<file path="src/rtl/mm_seq_pkg.sv">
// Shared definitions for the MATRIX_MUL sequencer: state encoding, element stride, opcode.
// Latency: n/a (package only).
// Backpressure: n/a.
package mm_seq_pkg;

    // 3-bit state encodings; the enum below reuses them so that encodings are visible to other tools.
    localparam logic [2:0] MM_IDLE = 3'd0;
    localparam logic [2:0] MM_RD_A = 3'd1;
    localparam logic [2:0] MM_WT_A = 3'd2;
    localparam logic [2:0] MM_RD_B = 3'd3;
    localparam logic [2:0] MM_WT_B = 3'd4;
    localparam logic [2:0] MM_MAC  = 3'd5;
    localparam logic [2:0] MM_WR   = 3'd6;
    localparam logic [2:0] MM_DONE = 3'd7;

    typedef enum logic [2:0] {
        ST_IDLE = MM_IDLE,
        ST_RD_A = MM_RD_A,
        ST_WT_A = MM_WT_A,
        ST_RD_B = MM_RD_B,
        ST_WT_B = MM_WT_B,
        ST_MAC  = MM_MAC,
        ST_WR   = MM_WR,
        ST_DONE = MM_DONE
    } mm_state_t;

    // Byte distance between consecutive 32-bit matrix elements.
    localparam int unsigned MM_STRIDE = 4;

    // ALU control code decoded in EX to launch the sequencer.
    localparam logic [5:0] ALU_MATRIX_MUL = 6'h1a;

    // Which operand address the generator should produce.
    typedef enum logic [1:0] {
        SEL_A = 2'd0,
        SEL_B = 2'd1,
        SEL_C = 2'd2
    } mm_sel_t;

endpackage

</file>
<file path="src/rtl/mm_addr_gen.sv">
// Combinational element address generator for A (i,k), B (k,j) and C (i,j) of row-major NxN matrices.
// Latency: 0 cycles (pure combinational).
// Backpressure: none; output follows inputs, all arithmetic wraps modulo 2^AW.
module mm_addr_gen
    import mm_seq_pkg::*;
#(
    parameter int N  = 4,
    parameter int AW = 32
) (
    input  logic [3:0]    i_i,
    input  logic [3:0]    i_j,
    input  logic [3:0]    i_k,
    input  mm_sel_t       i_sel,
    input  logic [AW-1:0] i_a_base,
    input  logic [AW-1:0] i_b_base,
    input  logic [AW-1:0] i_c_base,
    output logic [AW-1:0] o_addr
);

    logic [AW-1:0] w_row;
    logic [AW-1:0] w_col;
    logic [AW-1:0] w_base;
    logic [AW-1:0] w_idx;

    // Pick row/column/base for the selected matrix, then base + stride*(row*N + col).
    always_comb begin
        w_row  = '0;
        w_col  = '0;
        w_base = '0;
        case (i_sel)
            SEL_A: begin
                w_row  = AW'(i_i);
                w_col  = AW'(i_k);
                w_base = i_a_base;
            end
            SEL_B: begin
                w_row  = AW'(i_k);
                w_col  = AW'(i_j);
                w_base = i_b_base;
            end
            default: begin
                w_row  = AW'(i_i);
                w_col  = AW'(i_j);
                w_base = i_c_base;
            end
        endcase
        w_idx  = w_row * AW'(N) + w_col;
        o_addr = w_base + w_idx * AW'(MM_STRIDE);
    end

endmodule

</file>
<file path="src/rtl/mm_seq.sv">
// MATRIX_MUL sequencer: C = A x B over one memory port, stalling EX via busy; optional cycle counter under MM_CYCLE_CNT_EN.
// Latency: 5 cycles per k, 5N+1 per element with zero-wait memory; done pulses N^2*(5N+1)+1 cycles after start accept.
// Backpressure: holds mem_req/addr/we/wdata stable until mem_gnt; one read outstanding; stray mem_rvalid ignored.
module mm_seq
    import mm_seq_pkg::*;
#(
    parameter int N  = 4,
    parameter int AW = 32
) (
    input  logic          clk,
    input  logic          rst,
    input  logic          start,
    input  logic [AW-1:0] a_base,
    input  logic [AW-1:0] b_base,
    input  logic [AW-1:0] c_base,
    output logic          busy,
    output logic          done,
    output logic          mem_req,
    output logic          mem_we,
    output logic [AW-1:0] mem_addr,
    output logic [31:0]   mem_wdata,
    input  logic          mem_gnt,
    input  logic          mem_rvalid,
    input  logic [31:0]   mem_rdata
`ifdef MM_CYCLE_CNT_EN
    ,
    output logic [31:0]   cycle_cnt
`endif
);

    localparam logic [3:0] LAST = 4'(N - 1);

    mm_state_t     r_state;
    mm_state_t     w_next;
    mm_sel_t       w_sel;
    logic [3:0]    r_i;
    logic [3:0]    r_j;
    logic [3:0]    r_k;
    logic [31:0]   r_acc;
    logic [31:0]   r_opa;
    logic [31:0]   r_opb;
    logic [AW-1:0] r_a_base;
    logic [AW-1:0] r_b_base;
    logic [AW-1:0] r_c_base;
    logic          r_busy;
    logic [AW-1:0] w_addr;

    mm_addr_gen #(
        .N  (N),
        .AW (AW)
    ) u_addr_gen (
        .i_i      (r_i),
        .i_j      (r_j),
        .i_k      (r_k),
        .i_sel    (w_sel),
        .i_a_base (r_a_base),
        .i_b_base (r_b_base),
        .i_c_base (r_c_base),
        .o_addr   (w_addr)
    );

    // State register.
    always_ff @(posedge clk or posedge rst) begin
        if (rst) r_state <= ST_IDLE;
        else     r_state <= w_next;
    end

    // Next-state and memory handshake outputs; outputs are state-decoded so reset clears them at once.
    always_comb begin
        w_next  = r_state;
        w_sel   = SEL_C;
        mem_req = 1'b0;
        mem_we  = 1'b0;
        done    = 1'b0;
        case (r_state)
            ST_IDLE: if (start) w_next = ST_RD_A;
            ST_RD_A: begin
                mem_req = 1'b1;
                w_sel   = SEL_A;
                if (mem_gnt) w_next = ST_WT_A;
            end
            ST_WT_A: if (mem_rvalid) w_next = ST_RD_B;
            ST_RD_B: begin
                mem_req = 1'b1;
                w_sel   = SEL_B;
                if (mem_gnt) w_next = ST_WT_B;
            end
            ST_WT_B: if (mem_rvalid) w_next = ST_MAC;
            ST_MAC:  w_next = (r_k == LAST) ? ST_WR : ST_RD_A;
            ST_WR: begin
                mem_req = 1'b1;
                mem_we  = 1'b1;
                if (mem_gnt) w_next = (r_i == LAST && r_j == LAST) ? ST_DONE : ST_RD_A;
            end
            ST_DONE: begin
                done   = 1'b1;
                w_next = ST_IDLE;
            end
            default: w_next = ST_IDLE;
        endcase
    end

    assign mem_addr  = mem_req ? w_addr : '0;
    assign mem_wdata = mem_we ? r_acc : '0;
    assign busy      = r_busy;

    // Busy rises the cycle after an accepted start and stays up through the DONE cycle.
    always_ff @(posedge clk or posedge rst) begin
        if (rst)                              r_busy <= 1'b0;
        else if (r_state == ST_IDLE && start) r_busy <= 1'b1;
        else if (r_state == ST_DONE)          r_busy <= 1'b0;
    end

    // Loop indices, operand capture and accumulator.
    always_ff @(posedge clk or posedge rst) begin
        if (rst) begin
            r_i      <= '0;
            r_j      <= '0;
            r_k      <= '0;
            r_acc    <= '0;
            r_opa    <= '0;
            r_opb    <= '0;
            r_a_base <= '0;
            r_b_base <= '0;
            r_c_base <= '0;
        end else begin
            case (r_state)
                ST_IDLE: if (start) begin
                    r_a_base <= a_base;
                    r_b_base <= b_base;
                    r_c_base <= c_base;
                    r_i      <= '0;
                    r_j      <= '0;
                    r_k      <= '0;
                    r_acc    <= '0;
                end
                ST_WT_A: if (mem_rvalid) r_opa <= mem_rdata;
                ST_WT_B: if (mem_rvalid) r_opb <= mem_rdata;
                ST_MAC: begin
                    r_acc <= r_acc + r_opa * r_opb;
                    if (r_k != LAST) r_k <= r_k + 4'd1;
                end
                ST_WR: if (mem_gnt) begin
                    r_acc <= '0;
                    r_k   <= '0;
                    if (r_j == LAST) begin
                        r_j <= '0;
                        r_i <= (r_i == LAST) ? 4'd0 : r_i + 4'd1;
                    end else begin
                        r_j <= r_j + 4'd1;
                    end
                end
                default: ;
            endcase
        end
    end

`ifdef MM_CYCLE_CNT_EN
    logic [31:0] r_cycle_cnt;

    // Counts busy cycles of the current operation; cleared on accept, held after done.
    always_ff @(posedge clk or posedge rst) begin
        if (rst)                              r_cycle_cnt <= '0;
        else if (r_state == ST_IDLE && start) r_cycle_cnt <= '0;
        else if (r_busy)                      r_cycle_cnt <= r_cycle_cnt + 32'd1;
    end

    assign cycle_cnt = r_cycle_cnt;
`endif

endmodule

</file>
<file path="config.mk">
export PLATFORM = sky130hd
export DESIGN_NAME = mm_seq
export DESIGN_NICKNAME = d
export VERILOG_FILES = /design/src/rtl/mm_seq_pkg.sv /design/src/rtl/mm_addr_gen.sv /design/src/rtl/mm_seq.sv
export SDC_FILE = /design/constraint.sdc
export NUM_CORES = 2
export LEC_CHECK = 0
export CELL_PAD_IN_SITES_DETAIL_PLACEMENT = 1
export CELL_PAD_IN_SITES_GLOBAL_PLACEMENT = 1
export CORE_MARGIN = 2
export CORE_UTILIZATION = 40
export CTS_CLUSTER_DIAMETER = 80
export DETAILED_ROUTE_END_ITERATION = 10
export GPL_TIMING_DRIVEN = 0
export HOLD_SLACK_MARGIN = 0.15
export PLACE_DENSITY = 0.81
export SKIP_LAST_GASP = 1
export SLEW_MARGIN = 5
export SYNTH_ARGS = -nofsm -noshare
export SYNTH_HDL_FRONTEND = slang
export SYNTH_SLANG_ARGS = --single-unit
</file>
<file path="constraint.sdc">
create_clock -name clk -period 19 [get_ports clk]
set_input_delay 5.7 -clock clk [delete_from_list [all_inputs] [get_ports clk]]
set_output_delay 5.7 -clock clk [all_outputs]
set_load 0.01 [all_outputs]
</file>
# == After elaboration in Yosys (flattened, before gate mapping) ==
# Cells that the tools add are included.
# word_totals
reg_bits,208
out_inout_bits,68
# op_classes
n_addsub,6
mul,1
n_eq_ne,20
muxes,34
n_reduce_logical,16
# ops
op,n
$mux 32,4
$pmux 32 s3,1
$add 32x32->32,2
$pmux 32 s2,1
$mux 4,10
$mul 32x32->32,1
$mux 3,8
$pmux 3 s8,1
$ne 2x2->1 const B,8
$pmux 4 s2,2
$add 4x1->4 const B,3
$eq 3x3->1 const B,4
$eq 4x2->1 const B,3
$pmux 4 s3,1
$reduce_and 4->1,2
$add 6x4->7,1
$eq 3x2->1 const B,2
$reduce_and 2->1,3
$reduce_and 3->1,2
$reduce_and 6->1,1
$mux 1,5
$ne 4x2->1 const B,1
$pmux 2 s2,1
$reduce_bool 2->1,2
other kinds (7),8

# == Depth between registers and ports, before layout ==
# depth
ltp_word,7
depth_mapped,28

# == Hierarchy ==
# Synthesis repeated with hierarchy kept, for this count alone.
# hier_totals
hier_cells,2722
area_unflattened_um2,26741.9
# by_module_without_submodules
mod,n_inst,cells_per_inst,area_per_inst_um2,seq_area_each_um2
mm_seq,1,2508,25081.6,5205.0
mm_addr_gen,1,214,1660.3,0.0

# == Worst setup path before layout ==
# No wires, ideal clock.
# synth_path
path_type,register to output
startpoint,reg r_state[2]
endpoint,out mem_addr[31]
arrival_time_ns,4.611
setup_slack_ns,8.689
stages_incl_launch_ff,20
cell_sequence,dfrtp_1 > nand2b_1 > buf_2 > buf_1 > buf_2 > clkbuf_1 > clkbuf_1 > nor2_1 > mux2_2 > ha_1 > fa_1 > ha_1 > nor2b_1 > o21ai_0 > a211oi_1 > and3_1 > clkbuf_1 > nand3_1 > xnor2_1 > nor2_1
# synth_between
elab_chain_len,7
word_cells_on_any_way,14
cone_classes,add/sub: 2; eq/ne: 4; mux: 6; reduce/logical: 2
# synth_rtl
item,line_no,source
start: declaration,mm_seq.sv:33,mm_state_t r_state;
start signal: assignment,mm_seq.sv:65,else r_state <= w_next;
$eq 3x2->1 / $eq 3x1->1 (equally long branches),mm_seq.sv:75,case (r_state)
$pmux 2 s2,mm_seq.sv:75,
$eq 2x1->1 / $logic_not 2->1 (equally long branches),mm_addr_gen.sv:30,case (i_sel)
$mux 4,mm_addr_gen.sv:30,
$add 6x4->7,mm_addr_gen.sv:47,w_idx = w_row * AW'(N) + w_col;
$add 32x32->32,mm_addr_gen.sv:48,o_addr = w_base + w_idx * AW'(MM_STRIDE);
$mux 32 (*),mm_seq.sv:103,assign mem_addr = mem_req ? w_addr : '0;
end: declaration,mm_seq.sv:20,"output logic [AW-1:0] mem_addr,"
# Mark *: on every way between the ends. The rest lies on a longest branch, timed or not.

# == Final worst setup path ==
# layout_path
startpoint,reg r_state[0]
endpoint,out mem_addr[29]
# Same word-level chain as after synthesis.

==> results.json <==
{
  "dr.pass1.iters": 5,
  "finalSetupViolCount": 0,
  "layout_commonest_cell": "inv_1",
  "cts-htree-levels": 1,
  "multi_input_area_um2": 18800,
  "max_cap_viol_count": 0,
  "dpl_cell_area_um2": 29600,
  "whs_endpoint": "r_acc[13]",
  "grt_max_degree": 78,
  "status": "finished, final reports clean",
  "n_fill_cell": 7443,
  "grt_first_pass_wirelength_um": 138000,
  "r2r-start": "r_opa[5]",
  "drive_gt1_share_pct": 7.74,
  "hold_violations": 0,
  "num_rows": 94,
  "antenna_found_initial": 11,
  "synth-seq-cells": 208,
  "r2r-end": "r_acc[31]",
  "fin_crit_sh_pct": 69.2,
  "period_needed_ns": 13.14,
  "cts.sinks": 208,
  "max_freq_ghz": 0.0761,
  "worstSkewPairLatency_ns": 0.58,
  "rsz0062_at_grt": "false",
  "hold_buffers": 0,
  "clk_path_buf_depth": 3,
  "synth_top_area_share_pct": 33.3,
  "slew_headroom_pct": 20.2,
  "setup_tns_ns": 0,
  "seq_area_frac_synth_pct": 19.7,
  "async_reset_ff_share_pct": 100,
  "postLayoutCellArea_um2": 30500,
  "drc_errors": 0,
  "area_delta_synth_final_pct": 15.5,
  "coreArea_um2": 65600,
  "io-pin-count": 201,
  "rrSetupSlack_ns": 10.45,
  "critPathMaxFanout": 10,
  "clkTransAtPathRegs_ns": 0.06,
  "numPortBuffers": 199,
  "synthesis.area_um2": 26400,
  "numCtsBuffers": 27,
  "wl_per_cell_um": 23.4,
  "syn-num-nets": 3420,
  "grt_pass1_vias": 22915,
  "gp_congestion": 0.895,
  "die_area_um2": 68200,
  "vias_per_cell": 5.27,
  "worst_ep_required_time_ns": 13.30,
  "crit_type": "flip-flop to output pin",
  "yosysWarnings": 0,
  "post-dp-hpwl_um": 73400,
  "worstHoldPathType": "flip-flop to flip-flop",
  "synth_edf_count": 0,
  "worst_slew_pin_slew_ns": 1.19,
  "cts_root_buffer": "clkbuf_16",
  "synth_top_area_cell": "fa_1",
  "fin_skew_ns": 0.0353,
  "critPathArrivalTime_ns": 7.44,
  "cp-end-kind": "output pin",
  "grt_use_total_pct": 27.0,
  "post-cts-setup-buffers": 0,
  "vias": 20166,
  "synth.distinct_cells": 56,
  "ant_nets": 0,
  "ys.flop_type": "dfrtp_1",
  "final_cell_mix": "inv_1 (507), fa_1 (440), and2_1 (333), nand2_1 (285), dfrtp_1 (208)",
  "finalMaxSlewViolations": 0,
  "routed_wl_um": 89600,
  "drt_iter0_drc": 1134,
  "cts_resized": 0,
  "cts_tree": "done",
  "min_path_cells": 2,
  "netlist_top_cells_area": "fa_1 (33%), dfrtp_1 (20%), and2_1 (7.9%)",
  "num-nets-final": 3650,
  "cp-start-kind": "flip-flop",
  "syn_inst": 2711,
  "hp-start": "r_acc[13]",
  "avgSynthCellArea_um2": 9.75,
  "gr-total-overflow": 0,
  "regArea_um2": 5200,
  "die_h_um": 261,
  "die_w_um": 261,
  "start_util_pct": 40.3,
  "worstRegToRegCells": 25
}
==> synth_stat cells, drive strengths merged, types with 8 or more instances <==
library cell	n
xnor2	77
xor2	43
o21bai	8
buf	15
inv	508
nand2	285
a21oi	53
nand3	8
nor2	101
mux2	169
o21ai	50
mux2i	36
o22ai	22
dfrtp	208
ha	136
fa	440
a21o	11
nor2b	8
and2	333
clkbuf	126
==> kinds of logic after synthesis <==
kind of cell / after synthesis / synth area share [%]
AND/OR/NAND/NOR: 779 / 14.9
buffers and inverters: 649 / 9.26
adder cells (fa/ha/maj): 576 / 39.8
flip-flops: 208 / 19.7
multiplexers: 205 / 8.56
AO/OA/AOI/OAI: 174 / 3.90
XOR/XNOR: 120 / 3.98
==> final cells by class <==
class,instances,share of cell area [%]
multi-input cells,1854,61.5
clock inverters,11,0.573
diodes,5,0.0410
clock buffers,37,2.56
plain buffers,141,1.77
repair buffers,201,6.70
well taps,864,3.54
inverters,508,6.27
flip-flops and latches,208,17.0
==> per-layer routing <==
| metal | vias to the layer above | global-route usage [%] | routed length, um | part of all wire (%) |
|---|---|---|---|---|
| li1 | 8650 | - | - | - |
| met3 | 229 | 6.77 | 7780 | 8.7 |
| met2 | 790 | 45.9 | 44100 | 49 |
| met1 | 10485 | 32.5 | 33100 | 37 |
| met4 | 12 | 12.1 | 4540 | 5.1 |
| met5 | - | 0 | 79 | 0.088 |
==> how the worst max path moves through the flow <==
stage / startpoint / end / slack, ns
after global routing: r_state[0] / mem_addr[29] / 5.40
final: r_state[0] / mem_addr[29] / 5.86
after global placement: rst / r_acc[14] / 4.53
after floorplan: rst / busy / 7.62
after detailed placement: r_state[0] / mem_addr[29] / 6.47
after CTS: r_state[0] / mem_addr[29] / 5.80
==> metrics by stage <==
step	worst slack, ns	util (%)	cells	hold slack, ns
after detailed placement	6.47	45.1	3776	0.475
after CTS	5.80	46.5	3824	0.493
after floorplan	7.62	-	2711	0.450
after global routing	5.40	46.5	3825	0.521
final	5.86	46.5	3829	0.488
after global placement	4.53	45.0	3774	0.462
==> sequential cells by signal, indices dropped and copies added (netlist names) <==
name,cells
r_a_base,32
r_acc,32
r_b_base,32
r_c_base,32
r_opa,32
r_opb,32
r_i,4
r_j,4
r_k,4
r_state,3
busy,1
==> worst max-delay path, cell delays in order (launching register included) <==
cell and delay [ns]:
dfrtp_1 0.45, nand2b_1 0.10, buf_2 0.24, buf_1 0.42, buf_2 0.33, clkbuf_1 0.37, clkbuf_1 0.49, nor2_1 0.21
mux2_2 0.35, ha_1 0.27, a21o_1 0.17, nand2_1 0.08, xor2_1 0.16, o21ai_0 0.12, ha_1 0.35, or2_2 0.12
a21oi_1 0.08, a211oi_1 0.79, and3_1 0.26, clkbuf_1 0.34, nand3b_1 0.18, xnor2_1 0.16, nor2_1 0.21, clkdlybuf4s50_1 0.58
Power is not shown: default switching activity piles up to over one toggle a cycle in this logic, so the estimate is an artifact.
